## src/rtl/ram_arb_pkg.sv

```systemverilog
// Shared constants and helpers for the RAM round-robin arbiter.
// Index widths are sized for the largest supported requester count (8).
package ram_arb_pkg;

    localparam int DEF_DATA_WIDTH = 8;
    localparam int DEF_ADDR_WIDTH = 4;
    localparam int DEF_NUM_REQ    = 2;
    localparam int MAX_REQ        = 8;
    localparam int IDX_W          = 3;

    // OR-reduction form: with a true one-hot input this is the bit position.
    function automatic logic [IDX_W-1:0] onehot_to_idx(input logic [MAX_REQ-1:0] oh);
        logic [IDX_W-1:0] idx;
        idx = '0;
        for (int i = 0; i < MAX_REQ; i++) begin
            if (oh[i]) idx = idx | IDX_W'(i);
        end
        return idx;
    endfunction

    function automatic logic [IDX_W-1:0] rr_next(input logic [IDX_W-1:0] ptr, input int unsigned n);
        if (32'(ptr) >= n - 1) return '0;
        return ptr + IDX_W'(1);
    endfunction

endpackage

```

## src/rtl/rr_grant.sv

```systemverilog
// Combinational rotating-priority grant.
// Requests are rotated so that ptr sits at bit 0, the lowest set bit wins, and the winner is rotated back.
module rr_grant
    import ram_arb_pkg::*;
#(
    parameter int N  = 2,
    parameter int IW = (N > 1) ? $clog2(N) : 1
) (
    input  logic [N-1:0]  req,
    input  logic [IW-1:0] ptr,
    output logic [N-1:0]  grant,
    output logic [IW-1:0] idx
);

    logic [N-1:0] rot;
    logic [N-1:0] pri;

    always_comb begin
        rot   = N'({req, req} >> ptr);
        pri   = rot & (~rot + N'(1));
        grant = N'(({pri, pri} << ptr) >> N);
        idx   = IW'(onehot_to_idx(MAX_REQ'(grant)));
    end

endmodule

```

## src/rtl/ram_rr_arbiter.sv

```systemverilog
// Round-robin arbiter sharing one single-port synchronous RAM between NUM_REQ requesters.
// Read data comes straight from the RAM output register, tagged with the owner captured at grant.
module ram_rr_arbiter
    import ram_arb_pkg::*;
#(
    parameter int DATA_WIDTH = DEF_DATA_WIDTH,
    parameter int ADDR_WIDTH = DEF_ADDR_WIDTH,
    parameter int NUM_REQ    = DEF_NUM_REQ
) (
    input  logic                           clk,
    input  logic                           rst,
    input  logic [NUM_REQ-1:0]             req_valid,
    input  logic [NUM_REQ-1:0]             req_we,
    input  logic [NUM_REQ*ADDR_WIDTH-1:0]  req_addr,
    input  logic [NUM_REQ*DATA_WIDTH-1:0]  req_wdata,
    output logic [NUM_REQ-1:0]             req_ready,
    output logic [NUM_REQ-1:0]             rsp_valid,
    output logic [DATA_WIDTH-1:0]          rsp_rdata,
    output logic                           ram_we,
    output logic [ADDR_WIDTH-1:0]          ram_addr,
    output logic [DATA_WIDTH-1:0]          ram_din,
    input  logic [DATA_WIDTH-1:0]          ram_dout
);

    localparam int IW = (NUM_REQ > 1) ? $clog2(NUM_REQ) : 1;

    logic [IW-1:0]      ptr_q, ptr_d;
    logic [IW-1:0]      win_idx;
    logic [NUM_REQ-1:0] grant;
    logic [NUM_REQ-1:0] rsp_owner_q, rsp_owner_d;
    logic               rsp_vld_q, rsp_vld_d;
    logic               any_grant;

    rr_grant #(
        .N  (NUM_REQ),
        .IW (IW)
    ) u_grant (
        .req   (req_valid),
        .ptr   (ptr_q),
        .grant (grant),
        .idx   (win_idx)
    );

    // The RAM port is forced quiet while reset is held, not only after it.
    always_comb begin
        any_grant   = (|grant) & ~rst;
        req_ready   = rst ? '0 : grant;
        ram_we      = 1'b0;
        ram_addr    = '0;
        ram_din     = '0;
        ptr_d       = ptr_q;
        rsp_vld_d   = 1'b0;
        rsp_owner_d = '0;
        if (any_grant) begin
            ram_we      = req_we[win_idx];
            ram_addr    = req_addr[win_idx*ADDR_WIDTH +: ADDR_WIDTH];
            ram_din     = req_wdata[win_idx*DATA_WIDTH +: DATA_WIDTH];
            ptr_d       = IW'(rr_next(IDX_W'(win_idx), NUM_REQ));
            rsp_vld_d   = ~req_we[win_idx];
            rsp_owner_d = grant;
        end
    end

    always_ff @(posedge clk or posedge rst) begin
        if (rst) begin
            ptr_q       <= '0;
            rsp_vld_q   <= 1'b0;
            rsp_owner_q <= '0;
        end else begin
            ptr_q       <= ptr_d;
            rsp_vld_q   <= rsp_vld_d;
            rsp_owner_q <= rsp_owner_d;
        end
    end

    assign rsp_valid = rsp_vld_q ? rsp_owner_q : '0;
    assign rsp_rdata = ram_dout;

endmodule
```

## config.mk

```make
export PLATFORM = sky130hd
export DESIGN_NAME = ram_rr_arbiter
export DESIGN_NICKNAME = d
export VERILOG_FILES = /design/src/rtl/ram_arb_pkg.sv /design/src/rtl/rr_grant.sv /design/src/rtl/ram_rr_arbiter.sv
export SDC_FILE = /design/constraint.sdc
export NUM_CORES = 1
export LEC_CHECK = 0
export CORE_MARGIN = 2
export CORE_UTILIZATION = 30
export DETAILED_ROUTE_END_ITERATION = 6
export PLACE_DENSITY = 0.81
export SETUP_SLACK_MARGIN = 0.1
export SLEW_MARGIN = 10
export SYNTH_ARGS = -nofsm -noshare
export SYNTH_HDL_FRONTEND = slang
export SYNTH_SLANG_ARGS = --single-unit
```

## constraint.sdc

```tcl
create_clock -name clk -period 1.45 [get_ports clk]
set_input_delay 0.2175 -clock clk [delete_from_list [all_inputs] [get_ports clk]]
set_output_delay 0.2175 -clock clk [all_outputs]
set_load 0.05 [all_outputs]
```

=== Word level (Yosys, flattened, before mapping) ===
Cells that the tools add are included.

* Logic and storage cells: 31
* Flip-flop bits (word level): 4
* Input port bits: 38
* Output and inout port bits: 25

* Bitwise gates (word level): 5
* Magnitude comparators: 2
* Reductions and logical operators: 1
* Mux-type cells: 14
* Shift operators: 4
* Add/subtract/negate cells: 2

{| class="wikitable"
|+ Operator list
! kind !! number
|-
| $shiftx 16x5->8 || 1
|-
| $mux 1 || 9
|-
| $mux 8 || 1
|-
| $shiftx 8x4->4 || 1
|-
| $mux 2 || 3
|-
| $mux 4 || 1
|-
| $shl 4x1->4 || 1
|-
| $shr 4x1->2 || 1
|-
| $add 2x1->2 const B || 1
|-
| $and 2x2->2 || 1
|-
| $lt 1x2->1 const B || 1
|-
| $not 1->1 || 2
|-
| $not 2->2 || 1
|-
| $reduce_or 2->1 || 1
|-
| $add 1x1->1 const B || 1
|-
| $and 1x1->1 || 1
|-
| $ge 1x1->1 const B || 1
|}

=== Depth between registers and ports, before layout ===
* Depth in word-level cells: 10
* Depth in mapped cells: 4

=== Modules after synthesis ===
From an unflattened synthesis, not the netlist that was laid out.

* Cell total of the unflattened synthesis: 56
* Area, all modules: 490.5 µm²

{| class="wikitable"
|+ Modules (own cells, without submodules)
! module !! area each (µm²) !! instances !! sequential area each (µm²) !! cells each
|-
| ram_rr_arbiter || 464.2 || 1 || 100.1 || 52
|-
| rr_grant || 26.3 || 1 || 0.0 || 4
|}

=== Least setup slack after synthesis ===
OpenSTA, ideal clock, no wires.

* Path type: flip-flop to output port
* Start: register ptr_q
* End: output ram_addr[3]
* Data required time: 1233 ps
* Arrival: 1784 ps
* Path buffers: 1
* Path slack: -552 ps
* Stages on the path, launching flop included: 4
* Cells stage by stage: dfrtp_1 -> nor2b_2 -> buf_6 -> o32ai_1

* Word-level cells in the longest chain between the ends: 8

{| class="wikitable"
|+ RTL lines
! item !! RTL line !! text
|-
| from (decl) || ram_rr_arbiter.sv:27 || <nowiki>logic [IW-1:0] ptr_q, ptr_d;</nowiki>
|-
| from (signal assigned) || ram_rr_arbiter.sv:70 || <nowiki>ptr_q <= ptr_d;</nowiki>
|-
| $shr 4x1->2 || rr_grant.sv:19 || <nowiki>rot = N'({req, req} >> ptr);</nowiki>
|-
| $not 2->2 || rr_grant.sv:20 || <nowiki>pri = rot & (~rot + N'(1));</nowiki>
|-
| $add 2x1->2 || rr_grant.sv:20 ||
|-
| $and 2x2->2 || rr_grant.sv:20 ||
|-
| $shl 4x1->4 * || rr_grant.sv:21 || <nowiki>grant = N'(({pri, pri} << ptr) >> N);</nowiki>
|-
| $mux 1 / $reduce_or 2->1 (equally long branches) || ram_arb_pkg.sv:16, ram_rr_arbiter.sv:46 ||
|-
| $shiftx 8x4->4 / $and 1x1->1 (equally long branches) || ram_rr_arbiter.sv:56, ram_rr_arbiter.sv:46 ||
|-
| $mux 4 * || ram_rr_arbiter.sv:54 || <nowiki>if (any_grant) begin</nowiki>
|-
| to (decl) || ram_rr_arbiter.sv:20 || <nowiki>output logic [ADDR_WIDTH-1:0] ram_addr,</nowiki>
|}

Mark *: on every way between the ends. The rest lies on a longest branch, timed or not.

=== Worst setup path after layout ===
* Start: register ptr_q
* End: output ram_din[1]

* Word-level cells in the longest chain between the ends: 8

{| class="wikitable"
|+ RTL lines
! item !! RTL line !! text
|-
| $shr 4x1->2 || rr_grant.sv:19 ||
|-
| $not 2->2 || rr_grant.sv:20 ||
|-
| $add 2x1->2 || rr_grant.sv:20 ||
|-
| $and 2x2->2 || rr_grant.sv:20 ||
|-
| $shl 4x1->4 * || rr_grant.sv:21 ||
|-
| $mux 1 / $reduce_or 2->1 (equally long branches) || ram_arb_pkg.sv:16, ram_rr_arbiter.sv:46 ||
|-
| $shiftx 16x5->8 / $and 1x1->1 (equally long branches) || ram_rr_arbiter.sv:57, ram_rr_arbiter.sv:46 ||
|-
| $mux 8 * || ram_rr_arbiter.sv:54 ||
|-
| to (decl) || ram_rr_arbiter.sv:21 || <nowiki>output logic [DATA_WIDTH-1:0] ram_din,</nowiki>
|}

Marked as above.

==> results.md <==
* Element type at the critical path start: flip-flop
* # diodes at 0
* Wire length per cell at 15.07 um
* Dominant cell type by area after synthesis: nand2b_1
* Port Buffers at 46
* Launching point of the worst reg2reg path: ptr_q$_DFFE_PP0P_
* Routed wl met2 at 1316 um
* Combinational Power Share at 69.7%
* P_int at 0.0005400 W
* Clock Latency Late Sink at 0.25 ns
* Vias per cell at 4.912
* Vias in the first global route at 794
* RSZ-0062 raised after global routing: true
* Peak VDD IR at 337.8 uV
* Routed wire length at 2231 um
* GPL Wtd Cong at 0.7957
* Max_cap viols at 0
* IO Count at 63
* Clock root buffer: clkbuf_4
* Cell chain of the critical path: a21bo_4 > buf_12 > o32ai_4 > buf_6
* Htree depth at 1
* Setup violations, final at 15
* CORE AREA at 0.002002 sq mm
* Rel. slew slack at 84.52%
* Register area share after synthesis at 15.27%
* Die area at 0.002576 sq mm
* Status: finished, violations left
* Mapped Avg Cell Area at 8.981 sq um
* Synth Register Bits at 4
* Cell Area, Synth at 655.6 sq um
* Hold WC Path Type: in2async
* Largest cells by area after synthesis: nand2b_1 (26%), o32ai_2 (20%), dfrtp_1 (15%)
* Via Count at 727
* TNS Setup at -1.955 ns
* Clock share of power at 15.6%
* Crit Reg-Reg Endpoint: ptr_q$_DFFE_PP0P_
* Clk slew on worst S/H paths at 0.04 ns
* Dpl cells at 141
* Leak at 0.5617 nW
* Top delay family on crit path: flip-flops
* Slew Limit Fails at 0
* # clock sinks at 4
* Tcrit/Tclk final at 111.4%
* Syn nets at 111
* R2R setup slack at 0.38 ns
* Top-area cell type share of the netlist area at 25.76%
* Violated checks: negative setup slack
* Syn. warnings at 0
* CTS tree: done
* Post-synth cell types at 18
* CP max stage cell: dfrtp_2
* CP Class: reg2out
* Total grt overflow at 0
* Share of cells above drive strength 1 at 47.93%
* CP Data Arrival Time at 1.40 ns
* WL met3 at 145 um
* Height of the die at 50.75 um
* Clk buf depth at 2
* Max Fclk at 618.9 MHz
* Final hold vios at 0
* Power Density at 619.8 mW/mm^2
* Mapped Cells at 73
* Commonest non-fill, non-tap cell in the layout: clkdlybuf4s50_1
* Non-Filler Instances at 148
* First-pass GRT wire length at 3608 um
* Initial antenna violation count at 0
* CP required at 1.23 ns
* Final nets at 161
* Switching power share of the total at 41.77%
* Width of the die at 50.75 um
* Dpl hpwl at 1622 um
* DR DRC count at 0
* CTS Buf Count at 3
* Rows at 16
* Initial core utilization at 32.75%
* Worst r2r path cells at 3
* Drt first pass iters at 3
* Antenna Nets Post-Route at 0
* Crit path time final at 1.616 ns
* Largest net degree at the start of global routing at 13
* Synth-to-Final Area Change at 128.2%
* CP max stage delay at 0.43 ns
* Post-route setup slack at -0.1656 ns
* Power, Total at 0.0009274 W
* Switch Pwr at 0.0003874 W
* Reg power frac at 14.6%
* Pre-CTS setup slack at -0.3090 ns
* Worst-margin pin slew at 0.2317 ns
* Initial DRC Count at 5
* Critical Path End Type: output port
* Max Clock Skew at 0.008769 ns
* Top Metal Used: met4
* Tot GR Track Use at 18.88%
* Metal1 wirelength at 726 um
* Critical path peak fanout at 9
* Worst path bufs/invs at 2
* Commonest cells after routing, fill and taps aside: clkdlybuf4s50_1 (26), nand2b_1 (24), buf_6 (16), o32ai_4 (13), buf_4 (7)
stage by stage:
step	util (%)	cell area, sq um	hold slack [ns]
2_1_floorplan	-	804.5	0.1391
3_3_place_gp	62.44	1250	0.4353
3_5_place_dp	62.44	1250	0.4353
4_1_cts	74.44	1490	0.4162
5_1_grt	74.75	1496	0.4351
6_report	74.75	1496	0.4191
kinds of logic after synthesis:
family,Yosys count,share of synthesized area (%)
AND/OR/NAND/NOR,35,32.63
buffers and inverters,18,21.18
AO/OA/AOI/OAI,16,30.92
flip-flops,4,15.27
sequential cells by signal, indices dropped and copies added (netlist names):
name,count
rsp_owner_q,2
rsp_vld_q,1
ptr_q,1
repair_timing:
action / 4_1_cts / 5_1_grt
cloned: 2 / 0
endpoints found under the setup margin: 15 / 15
hold buffers: 0 / 0
gates resized for setup: 38 / 2
buffers inserted: 2 / 0
pin swaps: 2 / 0
routing by layer:
metal  GRT usage, %  vias up
met4          9.459        0
met2          38.16       32
met3          5.357        4
met1          16.43      345
met5              0        -
li1               -      346
worst min-delay path: cells and delay by family:
| family | cells | cell delay, ns |
|---|---|---|
| buffers and inverters | 5 | 0.77 |
Yosys cell counts:
cell      count
nand2b_1     27
buf_4        10
o32ai_2       8
o32ai_1       6
dfrtp_1       4
nor2_1        3
and2_1        2
buf_6         2
inv_1         2
a21bo_2       1
a22o_2        1
buf_12        1
buf_2         1
clkbuf_1      1
clkbuf_2      1
nor2b_2       1
or2_0         1
or2_2         1
layout make-up:
cell class	count	area (sq um)
multi-input cells	51	649.4
flip-flops and latches	4	101.3
inverters	2	7.507
fillers	132	505.5
well taps	27	33.78
repair buffers	61	681.9
clock buffers	3	22.52
power by group through the flow:
stage,logic [W],registers [W],clock network (W)
6_report,0.000647,0.000136,0.000145
5_1_grt,0.000677,0.000137,0.000166
4_1_cts,0.000644,0.000134,0.000144
3_5_place_dp,0.000529,0.000132,0
3_3_place_gp,0.000520,0.000132,0
2_1_floorplan,0.000423,0.000130,0
worst max path at each step:
stage | from | to | slack, ns | depth (start not counted)
2_1_floorplan | ptr_q$_DFFE_PP0P_ | ram_addr[3] | -0.06 | 3
3_3_place_gp | req_valid[0] | ram_addr[3] | -0.26 | 5
3_5_place_dp | req_valid[1] | ram_addr[0] | -0.31 | 5
4_1_cts | ptr_q$_DFFE_PP0P_ | ram_din[1] | -0.18 | 4
5_1_grt | ptr_q$_DFFE_PP0P_ | ram_din[1] | -0.22 | 4
6_report | ptr_q$_DFFE_PP0P_ | ram_din[1] | -0.17 | 4
Note: power is estimated with default switching activity, not from simulation.
